`config.mk`:
```
export PLATFORM = sky130hd
export DESIGN_NAME = serial_subtractor
export DESIGN_NICKNAME = d
export VERILOG_FILES = /design/src/rtl/serial_subtractor.sv
export SDC_FILE = /design/constraint.sdc
export NUM_CORES = 1
export LEC_CHECK = 0
export BUFFER_PORTS_ARGS = -buffer_cell sky130_fd_sc_hd__buf_2
export CORE_MARGIN = 5
export CORE_UTILIZATION = 58
export CTS_BUF_LIST = sky130_fd_sc_hd__clkbuf_4 sky130_fd_sc_hd__clkbuf_8
export CTS_CLUSTER_DIAMETER = 80
export DETAILED_ROUTE_END_ITERATION = 8
export GPL_TIMING_DRIVEN = 0
export MAX_ROUTING_LAYER = met4
export PLACE_DENSITY = 0.82
export SYNTH_ARGS = -nofsm -noshare
export SYNTH_HDL_FRONTEND = slang
export SYNTH_SLANG_ARGS = --single-unit
```
`constraint.sdc`:
```
create_clock -name clk -period 2.7 [get_ports clk]
set_clock_uncertainty 0.2 [all_clocks]
set_input_delay 0.54 -clock clk [delete_from_list [all_inputs] [get_ports clk]]
set_output_delay 0.54 -clock clk [all_outputs]
set_load 0.03 [all_outputs]
```
`src/rtl/serial_subtractor.sv`:
```
// -----------------------------------------------------------------------------
// serial_subtractor
//
// Bit-serial N-bit subtractor: diff = (a - b - bin) mod 2^N, one bit per clock,
// LSB first, with a start/busy/done handshake. A single full-subtractor cell
// walks across shift-register copies of the operands.
//
// Optional feature macro: SERIAL_SUB_OVF_EN
//   defined   -> ovf port exists and reports signed overflow of the result
//   undefined -> no ovf port and no ovf register
//
// Ports:
//   clk    in   1  rising-edge clock
//   rst_n  in   1  asynchronous active-low reset
//   start  in   1  request, sampled only while idle
//   a      in   N  minuend, captured on the accepting edge
//   b      in   N  subtrahend, captured on the accepting edge
//   bin    in   1  borrow-in, captured on the accepting edge
//   busy   out  1  high while bits are being processed
//   done   out  1  one-cycle pulse; results valid from this cycle
//   diff   out  N  (a - b - bin) mod 2^N, held until the next operation ends
//   bout   out  1  unsigned borrow-out: 1 iff a < b + bin
//   ovf    out  1  signed overflow (SERIAL_SUB_OVF_EN only)
// -----------------------------------------------------------------------------
module serial_subtractor #(
    parameter int N = 8
) (
    input  logic         clk,
    input  logic         rst_n,
    input  logic         start,
    input  logic [N-1:0] a,
    input  logic [N-1:0] b,
    input  logic         bin,
    output logic         busy,
    output logic         done,
    output logic [N-1:0] diff,
    output logic         bout
`ifdef SERIAL_SUB_OVF_EN
    ,
    output logic         ovf
`endif
);

    localparam int CW = $clog2(N) + 1;

    typedef enum logic [1:0] {
        S_IDLE = 2'd0,
        S_RUN  = 2'd1,
        S_DONE = 2'd2
    } state_t;

    state_t          state;
    state_t          state_next;

    logic [N-1:0]    a_sr;
    logic [N-1:0]    b_sr;
    logic [N-1:0]    res_sr;
    logic [N-1:0]    res_next;
    logic            br;
    logic            br_next;
    logic            x;
    logic            y;
    logic            d;
    logic            last_bit;
    logic [CW-1:0]   cnt;

    // Full-subtractor cell on the current LSBs plus the running borrow.
    // NOTE: every signal driven here gets a value before any conditional use,
    // so no path leaves a signal unassigned and no latch is inferred.
    always_comb begin
        x        = a_sr[0];
        y        = b_sr[0];
        d        = x ^ y ^ br;
        br_next  = (~x & y) | (~(x ^ y) & br);
        // New result bit enters from the MSB side; after N shifts bit 0 of
        // the operands has landed in bit 0 of the result.
        res_next         = res_sr >> 1;
        res_next[N-1]    = d;
        last_bit = (cnt == CW'(N - 1));
    end

    // State register.
    // NOTE: sequential state uses non-blocking assignments so every flop
    // samples pre-edge values regardless of block evaluation order.
    always_ff @(posedge clk or negedge rst_n) begin
        if (!rst_n) begin
            state <= S_IDLE;
        end else begin
            state <= state_next;
        end
    end

    // Next-state logic. start is only looked at in IDLE, so requests during
    // RUN or DONE are simply dropped.
    always_comb begin
        state_next = state;
        case (state)
            S_IDLE:  if (start) state_next = S_RUN;
            S_RUN:   if (last_bit) state_next = S_DONE;
            S_DONE:  state_next = S_IDLE;
            default: state_next = S_IDLE;
        endcase
    end

    assign busy = (state == S_RUN);
    assign done = (state == S_DONE);

    // Datapath: operand/result shift registers, borrow flop, bit counter and
    // the held output registers.
    // NOTE: all datapath registers, including the shift registers, are
    // reset so a reset mid-operation leaves no stale partial result behind.
    always_ff @(posedge clk or negedge rst_n) begin
        if (!rst_n) begin
            a_sr   <= '0;
            b_sr   <= '0;
            res_sr <= '0;
            br     <= 1'b0;
            cnt    <= '0;
            diff   <= '0;
            bout   <= 1'b0;
`ifdef SERIAL_SUB_OVF_EN
            ovf    <= 1'b0;
`endif
        end else begin
            case (state)
                S_IDLE: begin
                    if (start) begin
                        a_sr   <= a;
                        b_sr   <= b;
                        br     <= bin;
                        res_sr <= '0;
                        cnt    <= '0;
                    end
                end
                S_RUN: begin
                    a_sr   <= a_sr >> 1;
                    b_sr   <= b_sr >> 1;
                    res_sr <= res_next;
                    br     <= br_next;
                    cnt    <= cnt + 1'b1;
                    // Publish on the final bit so outputs change on the same
                    // edge that raises done.
                    if (last_bit) begin
                        diff <= res_next;
                        bout <= br_next;
`ifdef SERIAL_SUB_OVF_EN
                        // br is the borrow into bit N-1, br_next the borrow
                        // out of it; they differ exactly on signed overflow.
                        ovf  <= br ^ br_next;
`endif
                    end
                end
                default: ;
            endcase
        end
    end

endmodule

```
# Word level (Yosys, flattened, before mapping)
# Index checks and enable logic that the tools add are counted.
totals:
  regBits: 40
  inputBits: 20
  output_inout_bits: 11
  wordCells: 39
classes:
  n_addsub: 1
  eq_ne: 5
  n_mux: 13
  bitwise: 7
  n_reduce_logical: 5
op_table:
  columns: ["cell", "n"]
  rows:
  - ["$pmux 8 s2", 3]
  - ["$mux 8", 3]
  - ["$pmux 4 s2", 1]
  - ["$reduce_and 2->1", 3]
  - ["$add 4x1->4 const B", 1]
  - ["$eq 4x3->1 const B", 1]
  - ["$mux 2", 2]
  - ["$mux 4", 1]
  - ["$pmux 2 s2", 1]
  - ["$and 1x1->1", 2]
  - ["$eq 2x1->1 const B", 1]
  - ["$eq 2x2->1 const B", 1]
  - ["$logic_not 2->1", 1]
  - ["$ne 2x1->1 const B", 1]
  - ["$ne 2x2->1 const B", 1]
  - ["$not 1->1", 2]
  - ["$pmux 1 s2", 1]
  - ["$reduce_bool 2->1", 1]
  - ["$xor 1x1->1", 2]
  - ["$mux 1", 1]
  - ["$or 1x1->1", 1]

# Longest topological paths before layout
# Gate-level depths: netlist of run 1.
logic_depth:
  word_depth: 5
  mapped_depth: 5

# Least setup slack after synthesis of run 1
# OpenSTA, ideal clock, no wires.
synth_timing:
  kind: "register to output"
  start: "reg state[1]"
  end: "out done"
  arrival_ns: 1.406
  path_slack_ns: 0.554
  path_stages_with_launch: 4
  n_path_buf: 2
  cell_sequence: "dfrtp_1 -> clkbuf_1 -> clkbuf_1 -> nor2b_1"
synth_via:
  elab_chain_cells: 1
synth_lines:
  columns: ["element", "line", "source"]
  rows:
  - ["from (decl)", "52", "state_t state;"]
  - ["from (signal assigned)", "89", "state <= state_next;"]
  - ["$eq 2x2->1", "106", "assign done = (state == S_DONE);"]
  - ["to (decl)", "35", "output logic done,"]
# Every way passes these cells.

# Worst setup path in the final report of run 1
# Ends and elaborated chain as after synthesis.

==> impl_metrics.yaml, run 1 <==
final_layout:
  area_growth_pct: 14.0
  n_antenna_cell: 0
  final_cells: 224
  drive_gt1_frac: 0.269
  nFillCells: 222
  nets: 214
  multi_input_area_sq_um: 709
  final_area_sq_mm: 0.00199
  seq_area_sq_um: 976
clock_network:
  post-cts-setup-buffers: 0
  hold_buffers: 0
  cts.sinks: 39
  cts_buffers: 5
  cts_buffer_depth: 2
  cts_root_buf: "clkbuf_4"
  htree_levels: 2
  cts_resized: 0
  path_clk_slew_ns: 0.12
  cts_tree: "done"
  clk_latency_ns: 0.35
place:
  place_congestion: 0.786
  place_area_sq_mm: 0.00193
  place_inst: 217
  io_buffer_count: 30
  dp_hpwl_um: 2540
drt:
  final_antenna_net_count: 0
  drc_errors: 0
  routed_wl_um: 3600
  via_per_inst: 5.92
  vias: 1327
  drt_iter0_drc: 72
  drt_pass1_iterations: 4
  wire_per_inst_um: 16.0
timing:
  period_minus_slack_ns: 2.55
  relSlewSlack: 0.448
  clock.fmax_mhz: 392
  fin_tns_setup_ns: 0
  final_max_slew_viol_count: 0
  hold_viol: 0
  rsz0062_at_grt: "no"
  worst_slew_pin_slew_ns: 0.827
  fin_crit_sh: 0.944
  final-setup-viol-count: 0
floorplanning:
  die_x_um: 64.8
  num_rows: 19
  io_pins: 31
  die_h_um: 64.8
  dieArea_sq_mm: 0.00420
  core_sq_mm: 0.00283
  initial_utilization: 0.616
critical_path:
  cp_data_arrival_time_ns: 1.81
  crit_fanout: 10
  startpoint_type: "flop"
  critPathCaptureType: "output port"
  cp.required_ns: 1.96
  path_class: "reg2out"
global_routing:
  grt_pass1_vias: 1376
  grt_usage: 0.204
  overflow: 0
  grt_pass1_wl_um: 6310
  antenna_found_initial: 0
  grt_max_degree: 40
synth:
  yosysTopAreaCell: "dfrtp_1"
  yosysMostFrequentCell: "dfrtp_1"
  synth_edf_count: 0
  synthTopCellsByCount: "dfrtp_1 (39), a21oi_1 (16), nor2b_1 (16), o21ai_0 (16), a22oi_1 (13)"
  synth_top_area_share: 0.560
  netlist_instances: 156
  synth_warnings: 0
  yosysSeqAreaShare: 0.560
  synth.distinct_cells: 24
  synth_area_sq_mm: 0.00174
  synthTopCellsByArea: "dfrtp_1 (56%), mux2_2 (5.8%), nor2b_1 (5.7%)"
  ys_ff_latch: 39
  synth.avg_cell_area_sq_um: 11.2
  syn_nets: 178
  synthArstFlopShare: 1.00
  yosys_most_used_dff: "dfrtp_1"
hold_path:
  hp-class: "in2async"
pwr:
  power.density_mw_per_mm2: 1160
  leakagePower_nw: 0.918
  max-vdd-ir-drop_mv: 0.709
run:
  maxCapViolations: 0
status:
  status: "finished, final reports clean"
per-stage QoR:
step           hold WS [ns]  power [W]   util  worst slack, ns
3_3_place_gp          0.284    0.00197  0.683            0.486
4_1_cts               0.100    0.00232  0.703           0.0319
6_report             0.0632    0.00230  0.702            0.150
3_5_place_dp          0.287    0.00202  0.683            0.439
5_1_grt               0.146    0.00249  0.702           0.0161
2_1_floorplan        0.0444    0.00173      -            0.554
area by class of cell:
class / count / share of cell area
buffer: 9 / 0.0202
clock buffer: 5 / 0.0189
clock inverter: 3 / 0.0101
inverter: 4 / 0.00756
multi-input combinational: 103 / 0.357
sequential: 39 / 0.491
tap: 31 / 0.0195
timing repair buffer: 30 / 0.0756
report_power, final:
group / internal (W) / switching, W
sequential: 0.000829 / 0.000179
combinational: 0.000418 / 0.000579
clock: 0.0000993 / 0.000198
final timing paths:
| path | start | endpoint | slack, ns | depth (start not counted) |
|---|---|---|---|---|
| worst max-delay path | state[1] | done | 0.15 | 4 |
| worst min-delay path | rst_n | b_sr[5] | 0.06 | 1 |
| worst min register to register | res_sr[1] | res_sr[1] | 0.31 | 1 |
| min in group clk | bin | br | 0.27 | 3 |
| max in group asynchronous | rst_n | res_sr[4] | 1.70 | 1 |
| worst max register to register | state[1] | b_sr[1] | 0.73 | 5 |
layout by cell type (no fill, tap or decap), types with 2 or more instances in the layout:
cell / instances
inv_1: 4
buf_2: 30
a21oi_1: 16
clkbuf_1: 6
clkbuf_2: 2
dfrtp_1: 39
a22o_1: 9
nor2_1: 2
clkinvlp_4: 2
nand2_1: 6
mux2_2: 9
o21ai_0: 16
o21ai_1: 2
nand3_1: 3
a2bb2oi_1: 3
nor2b_1: 16
clkbuf_4: 5
a22oi_1: 13
per-layer routing:
layer  GRT usage  share of wire
met4      0.0739          0.014
met5           -              0
met3      0.0622          0.060
met2       0.322           0.49
met1       0.248           0.44
registers in the layout, summed over array words and instances (netlist names):
signal and flops:
a_sr 8, diff 8, state 2, bout 1, b_sr 8, res_sr 7, br 1, cnt 4
cell families (layout without fill, tap and decap cells):
logic type      after synthesis  in the layout  share of synthesized area
mux                          10             10                     0.0639
flops                        39             39                      0.560
simple gates                 31             31                      0.106
fa+ha+maj                     2              2                     0.0187
buf+inv                      14             51                     0.0330
compound gates               60             60                      0.218
worst max-delay path, stage by stage (launching register included):
cell and delay (ns):
dfrtp_1 0.40, clkbuf_1 0.35, clkbuf_2 0.30, nor2b_1 0.19, buf_2 0.22
No activity file was read; power rests on OpenSTA's default activity.
==> run 2: changes to the inputs <==
--- a/config.mk
+++ b/config.mk
@@ -5,6 +5,7 @@
 export SDC_FILE = /design/constraint.sdc
 export NUM_CORES = 1
 export LEC_CHECK = 0
+export ABC_AREA = 1
 export BUFFER_PORTS_ARGS = -buffer_cell sky130_fd_sc_hd__buf_2
 export CORE_MARGIN = 5
 export CORE_UTILIZATION = 58
@@ -13,7 +14,7 @@
 export DETAILED_ROUTE_END_ITERATION = 8
 export GPL_TIMING_DRIVEN = 0
 export MAX_ROUTING_LAYER = met4
-export PLACE_DENSITY = 0.82
+export PLACE_DENSITY = 0.83
 export SYNTH_ARGS = -nofsm -noshare
 export SYNTH_HDL_FRONTEND = slang
 export SYNTH_SLANG_ARGS = --single-unit
==> run 2 against run 1 <==
  * Worst hold slack gained 0.032 ns
  * Setup slack improved by 0.41 ns
  * Wire length fell by 11%
  * Non-clock buffer count unchanged
  * Via count rose by 3.2%
  * Maximum frequency is 19% higher
  * Combinational power fell by 7.6%
  * First-iteration DRC count is 15% higher
  * Global-route usage shrank 2.8 points
  * Total power decreased by 3.4%
  * Area after synthesis fell by 1.9%
  * Sequential power about the same
  * Critical path type unchanged
==> impl_metrics.yaml, run 2 <==
status:
  status: "finished, final reports clean"
synth:
  netlist_instances: 195
  synth_top_area_share: 0.571
  yosysSeqAreaShare: 0.571
  yosysTopAreaCell: "dfrtp_1"
  yosysMostFrequentCell: "nand2_1"
  synth_area_sq_mm: 0.00171
  synthTopCellsByArea: "dfrtp_1 (57%), nand2_1 (18%), nand3_1 (13%)"
  synth_warnings: 0
  yosys_most_used_dff: "dfrtp_1"
  synthArstFlopShare: 1.00
  syn_nets: 217
  synth_edf_count: 0
  synth.distinct_cells: 18
  ys_ff_latch: 39
  synthTopCellsByCount: "nand2_1 (81), nand3_1 (46), dfrtp_1 (39)"
  synth.avg_cell_area_sq_um: 8.76
clock_network:
  cts_buffer_depth: 2
  htree_levels: 2
  cts_tree: "done"
  cts_resized: 0
  cts_root_buf: "clkbuf_4"
  path_clk_slew_ns: 0.11
  cts_buffers: 5
  cts.sinks: 39
  clk_latency_ns: 0.34
  post-cts-setup-buffers: 0
  hold_buffers: 0
drt:
  final_antenna_net_count: 0
  drt_iter0_drc: 83
  drt_pass1_iterations: 4
  via_per_inst: 5.19
  routed_wl_um: 3210
  drc_errors: 0
  wire_per_inst_um: 12.2
  vias: 1370
pwr:
  power.density_mw_per_mm2: 1140
  max-vdd-ir-drop_mv: 0.986
  p_sw_frac: 0.421
  p_int_w: 0.00129
  pwr-share-comb: 0.414
  clkPwrFrac: 0.135
  leakagePower_nw: 1.06
  seqPwrFrac: 0.451
  power.switching_w: 0.000936
timing:
  final-setup-viol-count: 0
  fin_crit_sh: 0.794
  relSlewSlack: 0.431
  period_minus_slack_ns: 2.14
  clock.fmax_mhz: 466
  fin_tns_setup_ns: 0
  worst_slew_pin_slew_ns: 0.853
  final_max_slew_viol_count: 0
  hold_viol: 0
  rsz0062_at_grt: "no"
final_layout:
  multi_input_area_sq_um: 643
  area_growth_pct: 14.4
  n_antenna_cell: 0
  seq_area_sq_um: 976
  final_common_cell: "nand2_1"
  final_area_sq_mm: 0.00196
  nets: 254
  layout_common_cells: "nand2_1 (81), nand3_1 (46), dfrtp_1 (39)"
  largestRegisters: "a_sr: 8 flops, b_sr: 8 flops, diff: 8 flops"
  drive_gt1_frac: 0.232
  nFillCells: 232
global_routing:
  grt_pass1_wl_um: 5610
  antenna_found_initial: 0
  grt_max_degree: 40
  grt_usage: 0.176
  grt_pass1_vias: 1265
  overflow: 0
floorplanning:
  die_h_um: 64.3
  initial_utilization: 0.614
  core_sq_mm: 0.00278
  io_pins: 31
  die_x_um: 64.3
  dieArea_sq_mm: 0.00413
  num_rows: 19
place:
  place_area_sq_mm: 0.00190
  place_congestion: 0.802
  dp_hpwl_um: 2180
  io_buffer_count: 30
critical_path:
  startpoint_type: "flop"
  cp_data_arrival_time_ns: 1.40
  critPathCaptureType: "output port"
  rr_worst_depth: 6
  path_class: "reg2out"
  cp.required_ns: 1.96
  crit_fanout: 10
run:
  maxCapViolations: 0
hold_path:
  hp-class: "in2async"
[run 2: changes by cell type in the layout (fill, tap and decap cells not counted), moves of 13 or more]
cell / delta
o21ai_0: -15
nand2_1: +75
nand3_1: +43
a22oi_1: -13
a21oi_1: -16
nor2b_1: -16
[run 2: stage by stage]
stage,utilization,setup WS (ns),hold WS [ns],total power (W),std cells
3_3_place_gp,0.682,0.926,0.254,0.00192,256
6_report,0.703,0.556,0.0954,0.00222,264
5_1_grt,0.703,0.474,0.154,0.00242,264
3_5_place_dp,0.682,0.937,0.258,0.00194,256
2_1_floorplan,-,1.12,0.0444,0.00169,195
4_1_cts,0.703,0.538,0.109,0.00224,264
[run 2: worst paths after layout]
check / from / end / slack (ns)
max in group asynchronous: rst_n / diff[6] / 1.67
worst max-delay path: state[1] / busy / 0.56
worst min-delay path: rst_n / diff[0] / 0.1
min in group clk: b[1] / b_sr[1] / 0.19
worst max register to register: cnt[0] / diff[6] / 1.16
worst min register to register: diff[3] / diff[3] / 0.28
[run 2: kinds of logic after synthesis]
kind of cell | count (synthesis) | share of synthesized area
buffers and inverters | 15 | 0.0527
AND/OR/NAND/NOR | 136 | 0.347
AO/OA/AOI/OAI | 3 | 0.0102
flip-flops | 39 | 0.571
adder cells (fa/ha/maj) | 2 | 0.0190
[run 2: layout make-up]
cell class | count | area share
Clock inverter | 1 | 0.00256
Timing Repair Buffer | 30 | 0.0768
Multi-Input combinational cell | 141 | 0.329
Inverter | 6 | 0.0128
Tap cell | 31 | 0.0198
Buffer | 9 | 0.0333
Sequential cell | 39 | 0.499
Clock buffer | 7 | 0.0269
[run 2: layer usage]
| layer | vias to the layer above | wire length [um] | track usage |
|---|---|---|---|
| li1 | 699 | - | - |
| met1 | 629 | 1460 | 0.226 |
| met2 | 37 | 1490 | 0.269 |
| met3 | 5 | 222 | 0.0525 |
| met4 | 0 | 39 | 0.0509 |
| met5 | - | 0 | - |
[run 2: critical path: stages, from the launching register on]
cell and delay (ns):
dfrtp_1 0.40, inv_2 0.08, nand2_2 0.11, inv_4 0.13
buf_6 0.15, buf_2 0.20
[run 2: power by group through the flow]
stage               logic (W)  registers, W  clock network [W]
detailed placement   0.000926       0.00101                  0
finish               0.000920       0.00100           0.000301
global placement     0.000912       0.00101                  0
floorplan            0.000570       0.00112                  0
global route          0.00105       0.00104           0.000336
CTS                  0.000933       0.00100           0.000308
==> run 3: changes to the inputs <==
--- a/config.mk
+++ b/config.mk
@@ -8,13 +8,13 @@
 export ABC_AREA = 1
 export BUFFER_PORTS_ARGS = -buffer_cell sky130_fd_sc_hd__buf_2
 export CORE_MARGIN = 5
-export CORE_UTILIZATION = 58
+export CORE_UTILIZATION = 57
 export CTS_BUF_LIST = sky130_fd_sc_hd__clkbuf_4 sky130_fd_sc_hd__clkbuf_8
 export CTS_CLUSTER_DIAMETER = 80
 export DETAILED_ROUTE_END_ITERATION = 8
 export GPL_TIMING_DRIVEN = 0
 export MAX_ROUTING_LAYER = met4
-export PLACE_DENSITY = 0.83
+export PLACE_DENSITY = 0.81
 export SYNTH_ARGS = -nofsm -noshare
 export SYNTH_HDL_FRONTEND = slang
 export SYNTH_SLANG_ARGS = --single-unit
==> constraint.sdc (replaced) <==
create_clock -name clk -period 2.1 [get_ports clk]
set_clock_uncertainty 0.2 [all_clocks]
set_input_delay 0.42 -clock clk [delete_from_list [all_inputs] [get_ports clk]]
set_output_delay 0.42 -clock clk [all_outputs]
set_load 0.03 [all_outputs]
==> run 3 against run 2 <==
  * Register-to-register slack worse by 0.55 ns
  * Global-route usage up 1.7 points
  * Critical endpoint unchanged
  * Total power rose by 37%
  * Highest routed layer unchanged
  * Critical path type unchanged
  * Non-clock buffer count is 1 higher
  * Wire length grew 8.7%
  * Cell area increased by 2.6%
==> impl_metrics.yaml, run 3 (synthesis gave the netlist of run 2 again) <==
pwr:
  total_power_w: 0.00304
  seqPwrFrac: 0.428
  p_sw_frac: 0.410
  power.density_mw_per_mm2: 1520
  leakagePower_nw: 1.08
  p_int_w: 0.00179
  max-vdd-ir-drop_mv: 0.739
  power.switching_w: 0.00125
  pwr-share-comb: 0.401
  clkPwrFrac: 0.171
critical_path:
  startpoint_type: "flop"
  cp_data_arrival_time_ns: 1.37
  cpMaxStageDelayCell: "dfrtp_2"
  path_cells: "nand2_4 > clkinv_4 > buf_6 > clkbuf_4"
  cp_num_buf_inv: 3
  cp.required_ns: 1.48
  path_class: "reg2out"
  cp_top_family: "flip-flops"
  critPathCaptureType: "output port"
  crit_fanout: 10
  max_stage_delay_ns: 0.47
floorplanning:
  io_pins: 31
  initial_utilization: 0.609
  core_sq_mm: 0.00281
  die_h_um: 64.8
  dieArea_sq_mm: 0.00419
  die_x_um: 64.8
  num_rows: 19
drt:
  via_per_inst: 5.34
  drt_pass1_iterations: 4
  routed_wl_um: 3490
  final_antenna_net_count: 0
  drc_errors: 0
  vias: 1416
  wire_per_inst_um: 13.2
  drt_iter0_drc: 122
final_layout:
  final_common_cell: "nand2_1"
  seq_area_sq_um: 977
  final_core_util: 0.715
  area_growth_pct: 17.3
  n_antenna_cell: 0
  multi_input_area_sq_um: 648
  nFillCells: 223
  layout_common_cells: "nand2_1 (81), nand3_1 (46), dfrtp_1 (38)"
  drive_gt1_frac: 0.235
  nets: 255
  largestRegisters: "a_sr: 8 flops, b_sr: 8 flops, diff: 8 flops"
clock_network:
  cts_buffer_depth: 2
  path_clk_slew_ns: 0.11
  htree_levels: 2
  clk_latency_ns: 0.35
  cts_buffers: 5
  cts.sinks: 39
  cts_tree: "done"
  cts_root_buf: "clkbuf_4"
global_routing:
  grt_pass1_vias: 1422
  grt-busiest-layer: "met2"
  grt_max_degree: 40
  met3_usage: 0.0415
  antenna_found_initial: 0
  overflow: 0
  grt_pass1_wl_um: 6120
  met2_usage: 0.336
  grt_usage: 0.193
  grtUsageMet1: 0.217
place:
  dp_hpwl_um: 2440
  place_congestion: 0.826
  io_buffer_count: 30
timing:
  fin_tns_setup_ns: 0
  relSlewSlack: 0.452
  worst_slew_pin_slew_ns: 0.823
  hold_viol: 0
  final-setup-viol-count: 0
  final_max_slew_viol_count: 0
  fin_crit_sh: 0.949
  rsz0062_at_grt: "no"
  period_minus_slack_ns: 1.99
  clock.fmax_mhz: 502
hold_path:
  hp-class: "in2reg"
run:
  maxCapViolations: 0
status:
  status: "finished, final reports clean"
## run 3: path summary, 6_finish.rpt
kind                            startpoint   endpoint  slack [ns]  cells after the start
worst min-delay path                  b[7]    b_sr[7]        0.07                      3
worst min register to register     diff[2]    diff[2]        0.28                      2
min in group asynchronous            rst_n  res_sr[4]        0.50                      2
max in group asynchronous            rst_n   state[0]        0.63                      2
worst max register to register      cnt[0]    diff[1]        0.61                      6
worst max-delay path              state[0]       busy        0.11                      4
## run 3: timing repair
item                                    in CTS  in global routing
resized for setup                            0                  4
setup buffers                                0                  0
hold buffers                                 1                  0
endpoints found under the hold margin       31                  0
endpoints found under the setup margin       0                  1
## run 3: layout make-up
cell class	instances	share of cell area
multi-input cells	141	0.323
clock inverters	2	0.0175
well taps	31	0.0193
plain buffers	9	0.0324
repair buffers	31	0.0811
inverters	6	0.0137
flip-flops and latches	39	0.487
clock buffers	6	0.0256
## run 3: per-stage QoR
stage	setup slack (ns)	hold slack [ns]	instance area (sq um)	cells
global route	0.0403	0.0713	2010	265
CTS	0.0282	0.0678	1990	265
floorplan	0.639	-0.0756	1710	195
global placement	0.453	0.257	1900	256
finish	0.107	0.0714	2010	265
detailed placement	0.413	0.259	1900	256
## run 3: worst min-delay path: stages
cell	delay [ns]
buf_2	0.07
nand2_1	0.04
nand2_1	0.05
## run 3: power by group through the flow
stage	Clock [W]	Combinational, W	Sequential, W
after CTS	0.000530	0.00123	0.00130
final	0.000521	0.00122	0.00130
after global routing	0.000569	0.00138	0.00135
after floorplan	0	0.000733	0.00144
after detailed placement	0	0.00121	0.00131
after global placement	0	0.00117	0.00129
## run 3: layer usage
layer  share of wire  vias to the layer above  wire length (um)
met3           0.046                        7               162
met5               0                        -                 0
li1                -                      705                 -
met4           0.013                        0                46
met1            0.43                      669              1490
met2            0.51                       35              1790
